**src/rtl/pq_mac_sched_if.sv**
```systemverilog
// Bundle of the start/operand/result handshake and the shared multiplier/adder ports
// of pq_mac_sched. master = environment side, slave = the scheduler itself.
interface pq_mac_sched_if;
  logic        sta;
  logic [31:0] Vd;
  logic [31:0] Vq;
  logic [31:0] Id;
  logic [31:0] Iq;
  logic [31:0] mul_a;
  logic [31:0] mul_b;
  logic [31:0] mul_res;
  logic [31:0] add_a;
  logic [31:0] add_b;
  logic        add_sub;
  logic [31:0] add_res;
  logic [31:0] P;
  logic [31:0] Q;
  logic        busy;
  logic        done_sig;

  modport master (
    output sta, Vd, Vq, Id, Iq, mul_res, add_res,
    input  mul_a, mul_b, add_a, add_b, add_sub, P, Q, busy, done_sig
  );

  modport slave (
    input  sta, Vd, Vq, Id, Iq, mul_res, add_res,
    output mul_a, mul_b, add_a, add_b, add_sub, P, Q, busy, done_sig
  );
endinterface

```
**src/rtl/pq_mac_sched.sv**
```systemverilog
// Time-multiplexed P/Q power calculation on one shared FP multiplier and one shared FP adder.
// Define PQ_SCHED_SCALE_EN to include the final 1.5x scaling pass (SCALE state).
module pq_mac_sched #(
  parameter int MUL_LAT = 5,
  parameter int ADD_LAT = 7
) (
  input logic           clk,
  input logic           rst,
  pq_mac_sched_if.slave bus
);

  localparam int DATA_W = 32;

`ifdef PQ_SCHED_SCALE_EN
  localparam int LAST_I = 8 + 2*MUL_LAT + ADD_LAT;
`else
  localparam int LAST_I = 6 + MUL_LAT + ADD_LAT;
`endif
  localparam int CNT_W = $clog2(LAST_I + 2);

  typedef logic [CNT_W-1:0] cnt_t;

  // Counter value of the cycle in which each event's decision is taken;
  // issues are registered, so they appear on the ports one cycle later.
  localparam cnt_t C_P1      = cnt_t'(1 + MUL_LAT);
  localparam cnt_t C_P2      = cnt_t'(2 + MUL_LAT);
  localparam cnt_t C_P3      = cnt_t'(3 + MUL_LAT);
  localparam cnt_t C_P4      = cnt_t'(4 + MUL_LAT);
  localparam cnt_t C_ADD_ISS = cnt_t'(4 + MUL_LAT);
  localparam cnt_t C_SUB_ISS = cnt_t'(5 + MUL_LAT);
  localparam cnt_t C_SUM     = cnt_t'(5 + MUL_LAT + ADD_LAT);
  localparam cnt_t C_DIF     = cnt_t'(6 + MUL_LAT + ADD_LAT);
`ifdef PQ_SCHED_SCALE_EN
  localparam cnt_t C_SCL_ISS = cnt_t'(7 + MUL_LAT + ADD_LAT);
  localparam cnt_t C_PCAP    = cnt_t'(7 + 2*MUL_LAT + ADD_LAT);
  localparam cnt_t C_QCAP    = cnt_t'(8 + 2*MUL_LAT + ADD_LAT);
  localparam logic [DATA_W-1:0] ONE_P5 = 32'h3FC0_0000;

  typedef enum logic [2:0] {S_IDLE, S_MUL, S_ADD, S_SCALE, S_DONE} state_t;
`else
  typedef enum logic [2:0] {S_IDLE, S_MUL, S_ADD, S_DONE} state_t;
`endif

  state_t            r_state;
  cnt_t              r_cnt;
  logic [DATA_W-1:0] r_vd;
  logic [DATA_W-1:0] r_vq;
  logic [DATA_W-1:0] r_id;
  logic [DATA_W-1:0] r_iq;
  logic [DATA_W-1:0] r_prod1;
  logic [DATA_W-1:0] r_prod2;
  logic [DATA_W-1:0] r_prod3;
  logic [DATA_W-1:0] r_prod4;
`ifdef PQ_SCHED_SCALE_EN
  logic [DATA_W-1:0] r_sum;
  logic [DATA_W-1:0] r_diff;
`endif
  logic [DATA_W-1:0] r_p;
  logic [DATA_W-1:0] r_q;
  logic [DATA_W-1:0] r_mul_a;
  logic [DATA_W-1:0] r_mul_b;
  logic [DATA_W-1:0] r_add_a;
  logic [DATA_W-1:0] r_add_b;
  logic              r_add_sub;
  logic              r_busy;
  logic              r_done;

  always_ff @(posedge clk or negedge rst) begin
    if (!rst) begin
      r_state   <= S_IDLE;
      r_cnt     <= '0;
      r_vd      <= '0;
      r_vq      <= '0;
      r_id      <= '0;
      r_iq      <= '0;
      r_prod1   <= '0;
      r_prod2   <= '0;
      r_prod3   <= '0;
      r_prod4   <= '0;
`ifdef PQ_SCHED_SCALE_EN
      r_sum     <= '0;
      r_diff    <= '0;
`endif
      r_p       <= '0;
      r_q       <= '0;
      r_mul_a   <= '0;
      r_mul_b   <= '0;
      r_add_a   <= '0;
      r_add_b   <= '0;
      r_add_sub <= 1'b1;
      r_busy    <= 1'b0;
      r_done    <= 1'b0;
    end else begin
      // Shared-unit ports idle at zero / add mode unless a state issues this cycle.
      r_mul_a   <= '0;
      r_mul_b   <= '0;
      r_add_a   <= '0;
      r_add_b   <= '0;
      r_add_sub <= 1'b1;
      r_done    <= 1'b0;
      if (r_state != S_IDLE) begin
        r_cnt <= r_cnt + cnt_t'(1);
      end

      case (r_state)
        S_IDLE: begin
          if (bus.sta) begin
            r_vd    <= bus.Vd;
            r_vq    <= bus.Vq;
            r_id    <= bus.Id;
            r_iq    <= bus.Iq;
            r_mul_a <= bus.Vd;
            r_mul_b <= bus.Id;
            r_cnt   <= cnt_t'(1);
            r_busy  <= 1'b1;
            r_state <= S_MUL;
          end
        end

        S_MUL: begin
          if (r_cnt == cnt_t'(1)) begin
            r_mul_a <= r_vq;
            r_mul_b <= r_iq;
          end
          if (r_cnt == cnt_t'(2)) begin
            r_mul_a <= r_vq;
            r_mul_b <= r_id;
          end
          if (r_cnt == cnt_t'(3)) begin
            r_mul_a <= r_vd;
            r_mul_b <= r_iq;
          end
          if (r_cnt == C_P1) r_prod1 <= bus.mul_res;
          if (r_cnt == C_P2) r_prod2 <= bus.mul_res;
          if (r_cnt == C_P3) r_prod3 <= bus.mul_res;
          if (r_cnt == C_P4) r_prod4 <= bus.mul_res;
          if (r_cnt == C_ADD_ISS) begin
            r_add_a <= r_prod1;
            r_add_b <= r_prod2;
            r_state <= S_ADD;
          end
        end

        S_ADD: begin
          if (r_cnt == C_SUB_ISS) begin
            r_add_a   <= r_prod3;
            r_add_b   <= r_prod4;
            r_add_sub <= 1'b0;
          end
`ifdef PQ_SCHED_SCALE_EN
          if (r_cnt == C_SUM) r_sum <= bus.add_res;
          if (r_cnt == C_DIF) begin
            r_diff  <= bus.add_res;
            r_mul_a <= r_sum;
            r_mul_b <= ONE_P5;
            r_state <= S_SCALE;
          end
`else
          if (r_cnt == C_SUM) r_p <= bus.add_res;
          if (r_cnt == C_DIF) begin
            r_q     <= bus.add_res;
            r_done  <= 1'b1;
            r_state <= S_DONE;
          end
`endif
        end

`ifdef PQ_SCHED_SCALE_EN
        S_SCALE: begin
          if (r_cnt == C_SCL_ISS) begin
            r_mul_a <= r_diff;
            r_mul_b <= ONE_P5;
          end
          if (r_cnt == C_PCAP) r_p <= bus.mul_res;
          if (r_cnt == C_QCAP) begin
            r_q     <= bus.mul_res;
            r_done  <= 1'b1;
            r_state <= S_DONE;
          end
        end
`endif

        // busy drops here so the very next sta is accepted.
        S_DONE: begin
          r_busy  <= 1'b0;
          r_cnt   <= '0;
          r_state <= S_IDLE;
        end

        default: begin
          r_busy  <= 1'b0;
          r_cnt   <= '0;
          r_state <= S_IDLE;
        end
      endcase
    end
  end

  assign bus.mul_a    = r_mul_a;
  assign bus.mul_b    = r_mul_b;
  assign bus.add_a    = r_add_a;
  assign bus.add_b    = r_add_b;
  assign bus.add_sub  = r_add_sub;
  assign bus.P        = r_p;
  assign bus.Q        = r_q;
  assign bus.busy     = r_busy;
  assign bus.done_sig = r_done;

endmodule

```
**src/flat_wrapper.sv**
```systemverilog
// flat-port wrapper written by rule: the top's interface ports become plain ports
module pq_mac_sched_flat 
#(
  parameter int MUL_LAT = 5,
  parameter int ADD_LAT = 7
)
  (clk, rst, bus_sta, bus_Vd, bus_Vq, bus_Id, bus_Iq, bus_mul_res, bus_add_res, bus_mul_a, bus_mul_b, bus_add_a, bus_add_b, bus_add_sub, bus_P, bus_Q, bus_busy, bus_done_sig);
  pq_mac_sched_if bus_i ();
  input logic clk;
  input logic rst;
  input wire logic [$bits(bus_i.sta)-1:0] bus_sta;
  input wire logic [$bits(bus_i.Vd)-1:0] bus_Vd;
  input wire logic [$bits(bus_i.Vq)-1:0] bus_Vq;
  input wire logic [$bits(bus_i.Id)-1:0] bus_Id;
  input wire logic [$bits(bus_i.Iq)-1:0] bus_Iq;
  input wire logic [$bits(bus_i.mul_res)-1:0] bus_mul_res;
  input wire logic [$bits(bus_i.add_res)-1:0] bus_add_res;
  output wire logic [$bits(bus_i.mul_a)-1:0] bus_mul_a;
  output wire logic [$bits(bus_i.mul_b)-1:0] bus_mul_b;
  output wire logic [$bits(bus_i.add_a)-1:0] bus_add_a;
  output wire logic [$bits(bus_i.add_b)-1:0] bus_add_b;
  output wire logic [$bits(bus_i.add_sub)-1:0] bus_add_sub;
  output wire logic [$bits(bus_i.P)-1:0] bus_P;
  output wire logic [$bits(bus_i.Q)-1:0] bus_Q;
  output wire logic [$bits(bus_i.busy)-1:0] bus_busy;
  output wire logic [$bits(bus_i.done_sig)-1:0] bus_done_sig;
  assign bus_i.sta = bus_sta;
  assign bus_i.Vd = bus_Vd;
  assign bus_i.Vq = bus_Vq;
  assign bus_i.Id = bus_Id;
  assign bus_i.Iq = bus_Iq;
  assign bus_i.mul_res = bus_mul_res;
  assign bus_i.add_res = bus_add_res;
  assign bus_mul_a = bus_i.mul_a;
  assign bus_mul_b = bus_i.mul_b;
  assign bus_add_a = bus_i.add_a;
  assign bus_add_b = bus_i.add_b;
  assign bus_add_sub = bus_i.add_sub;
  assign bus_P = bus_i.P;
  assign bus_Q = bus_i.Q;
  assign bus_busy = bus_i.busy;
  assign bus_done_sig = bus_i.done_sig;
  pq_mac_sched #(.MUL_LAT(MUL_LAT), .ADD_LAT(ADD_LAT)) u_core (.clk(clk), .rst(rst), .bus(bus_i));
endmodule
```
**config.mk**
```make
export PLATFORM = sky130hd
export DESIGN_NAME = pq_mac_sched_flat
export DESIGN_NICKNAME = d
export VERILOG_FILES = /design/src/rtl/pq_mac_sched_if.sv /design/src/rtl/pq_mac_sched.sv /design/src/flat_wrapper.sv
export SDC_FILE = /design/constraint.sdc
export NUM_CORES = 1
export LEC_CHECK = 0
export ABC_CLOCK_PERIOD_IN_PS = 3500
export CELL_PAD_IN_SITES_DETAIL_PLACEMENT = 1
export CELL_PAD_IN_SITES_GLOBAL_PLACEMENT = 1
export CORE_UTILIZATION = 45
export CTS_BUF_LIST = sky130_fd_sc_hd__clkbuf_4 sky130_fd_sc_hd__clkbuf_8
export DETAILED_ROUTE_END_ITERATION = 12
export PLACE_DENSITY_LB_ADDON = 0.15
export SLEW_MARGIN = 20
export SYNTH_ARGS = -nofsm -noshare
export SYNTH_HDL_FRONTEND = slang
export SYNTH_SLANG_ARGS = --single-unit
```
**constraint.sdc**
```tcl
create_clock -name clk -period 3.5 [get_ports clk]
set_clock_uncertainty 0.1 [all_clocks]
set_input_delay 0.35 -clock clk [delete_from_list [all_inputs] [get_ports clk]]
set_output_delay 0.35 -clock clk [all_outputs]
set_load 0.005 [all_outputs]
```
# Word-level counts from Yosys, hierarchy flattened
# Index checks and enable logic that the tools add are counted.
# word_totals
reg_bits	459
# classes
n_bitwise	1
n_addsub	1
reduce_logical	12
mux	29
n_eq_ne	15
# ops
op	count
32-bit 2-to-1 mux	12
32-bit case mux with 2 select lines	4
2-bit AND reduction	8
5-bit by 4-bit == test with 1-bit output, second input constant	3
5-bit by 2-bit == test with 1-bit output, second input constant	2
5-bit by 3-bit == test with 1-bit output, second input constant	2
5-bit == test, second input constant	2
5-bit 2-to-1 mux	2
5-bit case mux with 2 select lines	1
3-bit 2-to-1 mux	3
3-bit case mux with 3 select lines	1
5-bit by 1-bit adder with 5-bit output, second input constant	1
5-bit by 1-bit == test with 1-bit output, second input constant	1
1-bit 2-to-1 mux	5
2-bit by 1-bit != test with 1-bit output, second input constant	2
3-bit by 1-bit == test with 1-bit output, second input constant	1
3-bit by 2-bit == test with 1-bit output, second input constant	1
3-bit zero test	1
3-bit AND reduction	1
3-bit nonzero test	1
2-bit != test, second input constant	1
1-bit case mux with 2 select lines	1
2-bit OR reduction	1
1-bit inverter	1

# Longest topological paths before layout
# logic_depth
word_depth	5
depth_mapped	8
depth_no_buf	6

# Worst setup path after synthesis
# Ideal clock, no wire load.
# synth_timing
kind	register -> register
startpoint	reg u_core.r_cnt[0]
endpoint	reg u_core.r_state[1]
slack_ns	1.449
period_less_slack_ns	2.051
t_arrival_ns	1.824
required_ns	3.272
stages_incl_launch_ff	8
setup_time_ns	0.128
path_cell_list	dfrtp_1 -> inv_1 -> ha_1 -> buf_4 -> nand2b_2 -> or3b_1 -> a221oi_2 -> mux2_1
# synth_via
elab_chain_cells	3
elab_cells_between_ends	5
classes_between	eq/ne (4); reduce/logical (1)
# synth_rtl
element	line_no	text
start, declared	pq_mac_sched.sv:45	cnt_t r_cnt;
start signal, assigned	pq_mac_sched.sv:102	r_cnt <= r_cnt + cnt_t'(1);
start signal, assigned	pq_mac_sched.sv:114	r_cnt <= cnt_t'(1);
5-bit == test / 5-bit by 4-bit == test with 1-bit output (equally long branches)	pq_mac_sched.sv:160, pq_mac_sched.sv:137	
2-bit by 1-bit != test with 1-bit output (no source line)	n/a	
3-bit AND reduction (no source line) *	n/a	
end signal, assigned	pq_mac_sched.sv:163	r_state <= S_DONE;
end signal, assigned	pq_mac_sched.sv:187	r_state <= S_IDLE;
end signal, assigned	pq_mac_sched.sv:193	r_state <= S_IDLE;
end, declared	pq_mac_sched.sv:44	state_t r_state;
# Mark *: on every way between the ends. The rest lies on a longest branch, timed or not.
# A chain may end at the register's enable or synchronous reset.

# Final worst setup path
# layout_timing
startpoint	reg u_core.r_state[1]
endpoint	reg u_core.r_prod2[8]
# layout_via
elab_chain_cells	2
# layout_rtl
element	line_no	text
start signal, assigned	pq_mac_sched.sv:70	r_state <= S_IDLE;
start signal, assigned	pq_mac_sched.sv:116	r_state <= S_MUL;
start signal, assigned	pq_mac_sched.sv:140	r_state <= S_ADD;
3-bit by 1-bit == test with 1-bit output	pq_mac_sched.sv:105	case (r_state)
2-bit AND reduction (no source line)	n/a	
end signal, assigned	pq_mac_sched.sv:134	if (r_cnt == C_P2) r_prod2 <= bus.mul_res;
end, declared	pq_mac_sched.sv:51	logic [DATA_W-1:0] r_prod2;
# Every way passes these cells.

==> impl_metrics.py <==
metrics = {
    "routing": {
        "viasPerCell": 5.284,
        "drt_wl_total_mm": 48.75,
        "initialDrtViolationCount": 468,
        "wire_per_inst_um": 20.27,
        "drt_pass1_iterations": 4,
        "drc": 0,
        "drtAntennaViolNets": 0,
        "num_vias": 12710,
    },
    "power_and_ir_drop": {
        "cellPowerDensity_nw_per_um2": 670.1,
        "ir_drop_mv": 0.3969,
        "power.leakage_nw": 11.17,
    },
    "yosys": {
        "yosys.area.top_type": "dfrtp_1",
        "synth_ff_type": "dfrtp_1",
        "yosys_warnings": 0,
        "syn-num-nets": 1625,
        "yosysUniqueCellTypes": 42,
        "synth_area_um2": 17820,
        "postSynthRegisterBits": 458,
        "synth_enable_flop_cells": 0,
        "yosysSeqAreaShare": 0.6431,
        "synth_top_area_frac": 0.6417,
        "syn_inst": 1422,
        "synthTopCellsByArea": "dfrtp_1, mux2_2, nand2_1",
        "avgSynthCellArea_um2": 12.53,
        "async_reset_ff_frac": 1.000,
    },
    "setup_path": {
        "cp_cell_sequence": "inv_1 -> ha_1 -> nor2b_2 -> nand2_1 -> nor3b_4 -> buf_4 -> mux2_2",
        "critPathSlowestCell": "buf_4",
        "r2r-start": "u_core.r_state[1]",
        "r2r.worst_path.cells": 7,
        "crit_type": "reg -> reg",
        "start_kind": "flop",
        "crit_path_start": "u_core.r_state[1]",
        "max_stage_delay_ns": 0.47,
        "endpoint": "u_core.r_prod2[8]",
        "critPathTopFamily": "simple AND/OR/NAND/NOR gates",
        "r2r-end": "u_core.r_prod2[8]",
        "crit_path_max_fanout": 32,
        "reg2reg_slack_ns": 1.02,
        "arrival_ns": 2.86,
        "crit_path_end_kind": "flop",
        "cp_data_required_time_ns": 3.88,
        "crit_buf_inv": 2,
        "path_depth": 7,
    },
    "clocking": {
        "cts_num_sinks": 458,
        "clock_path_buffers": 3,
        "cts_tree": "yes",
        "numCtsBuffers": 77,
        "clock_latency_ns": 0.60,
        "clockRootBuffer": "clkbuf_8",
        "htree_levels": 3,
        "ctsResizeCount": 0,
        "clk_pin_slew_ns": 0.06,
    },
    "placed_design": {
        "place.gp.congestion": 0.7825,
        "dp_hpwl_mm": 31.23,
        "io_buffers": 389,
        "dp_cells": 2267,
        "place_ws_ns": 1.006,
    },
    "die": {
        "rows": 72,
        "start_util": 0.4590,
        "dieWidth_um": 201.0,
        "core_area_um2": 38830,
        "die_area_um2": 40410,
        "die_y_um": 201.0,
        "io_pins": 390,
    },
    "final_layout": {
        "drive_gt1_frac": 0.1913,
        "instances_no_fill": 2405,
        "finalNetCount": 2032,
        "syn_to_final_growth_pct": 33.85,
        "final_cell_mix": "dfrtp_1, clkdlybuf4s50_1, nand2_1",
        "final_common_cell": "dfrtp_1",
    },
    "hold_path": {
        "hp-class": "in -> reg",
    },
    "grt": {
        "antenna_found_initial": 6,
        "grt_max_degree": 111,
        "grt-ovfl-total": 0,
        "grtUsageTotal": 0.2461,
        "grt_pass1_vias": 14180,
        "grt_pass1_wl_mm": 78.10,
    },
    "sta": {
        "post-route-period-util": 0.7089,
        "hold_viol_final": 0,
        "worst_slack_ns": 1.019,
        "max_slew_margin": 0.5306,
        "slew_violations": 0,
        "layout_min_cycle_time_ns": 2.481,
        "rsz0062_at_grt": "false",
        "hold-worst-slack_ns": 0.1656,
        "tightestPinTransition_ns": 0.7041,
        "fmax_mhz": 403.0,
        "setup-tns-final_ns": 0,
        "setup_viol": 0,
    },
    "run_status": {
        "status": "finished, final reports clean",
    },
    "run": {
        "maxCapViolCount": 0,
    },
}
final cells by class:
| cell class | count | area (um^2) |
|---|---|---|
| Antenna cell | 5 | 12.51 |
| Fill cell | 3932 | 14970 |
| Multi-Input combinational cell | 859 | 5906 |
| Tap cell | 518 | 648.1 |
| Clock inverter | 6 | 32.53 |
| Inverter | 9 | 33.78 |
| Clock buffer | 126 | 1496 |
| Sequential cell | 458 | 11460 |
| Timing Repair Buffer | 424 | 4264 |
kinds of logic after synthesis:
kind of cell / count (synthesis) / share of synthesized area
and+or+nand+nor: 452 / 0.1146
buffers and inverters: 105 / 0.02801
AOI/OAI and AO/OA: 204 / 0.08558
DFF: 458 / 0.6431
adders and majority gates: 8 / 0.005617
muxes: 194 / 0.1225
xor gates and xnor gates: 1 / 0.0004915
worst min path at each step:
| stage | start | to | slack [ns] | depth (start not counted) |
|---|---|---|---|---|
| global placement | rst | u_core.bus.Q[13] | 0.27 | 1 |
| CTS | bus_Vq[13] | u_core.r_vq[13] | 0.12 | 3 |
| detailed placement | rst | u_core.bus.P[13] | 0.28 | 1 |
| global route | bus_Vq[29] | u_core.r_vq[29] | 0.16 | 3 |
| finish | bus_Vq[13] | u_core.r_vq[13] | 0.17 | 3 |
| floorplan | rst | u_core.bus.P[0] | -0.05 | 0 |
through the flow:
stage	util	instance area (um^2)	power [mW]
after global placement	0.5744	22300	11.11
after detailed placement	0.5744	22300	11.35
after global routing	0.6144	23860	16.92
final	0.6144	23860	15.99
after floorplan	-	17820	9.318
after CTS	0.6141	23840	16.20
layer usage:
metal | track usage | share of wire | vias up
li1 | - | - | 5713
met1 | 0.3058 | 0.41 | 6555
met2 | 0.4113 | 0.50 | 337
met3 | 0.05893 | 0.052 | 100
met4 | 0.1039 | 0.031 | 2
met5 | 0 | 0.00021 | -
tightest hold or removal path, cell delays in order:
cell and delay [ns]:
clkdlybuf4s50_1 0.40, nand2_1 0.05, nand2_1 0.04
state kept, by name, indices dropped and copies added (netlist names):
register             count
u_core.bus.P            32
u_core.bus.Q            32
u_core.bus.add_a        32
u_core.bus.add_b        32
u_core.bus.mul_a        32
u_core.bus.mul_b        32
u_core.r_id             32
u_core.r_iq             32
u_core.r_prod1          32
u_core.r_prod2          32
u_core.r_prod3          32
u_core.r_prod4          32
u_core.r_vd             32
u_core.r_vq             32
u_core.r_cnt             5
u_core.r_state           2
u_core.bus.add_sub       1
u_core.bus.busy          1
u_core.bus.done_sig      1
cells in the mapped netlist, types with 2 or more instances:
cell	instances
a21o_1	33
a21oi_1	36
a221o_1	32
a22oi_1	64
and3_1	32
and4_1	2
buf_1	8
buf_2	36
buf_4	2
buf_6	7
clkbuf_1	43
dfrtp_1	457
ha_1	8
inv_1	9
mux2_1	14
mux2_2	179
nand2_1	293
nand3_1	5
nand4_1	3
nor2_1	37
nor2b_1	67
nor3_2	2
nor4_2	2
o21ai_0	2
o31ai_1	32
where the power goes:
group | switching (mW) | internal [mW]
combinational | 2.08 | 2.00
clock | 2.07 | 2.68
sequential | 0.651 | 6.50
timing repair:
item,4_1_cts,5_1_grt
hold buffers,1,0
hold endpoints to repair,69,0
setup buffers,0,0
setup endpoints to repair,0,0
(Power assumes the default switching activity.)
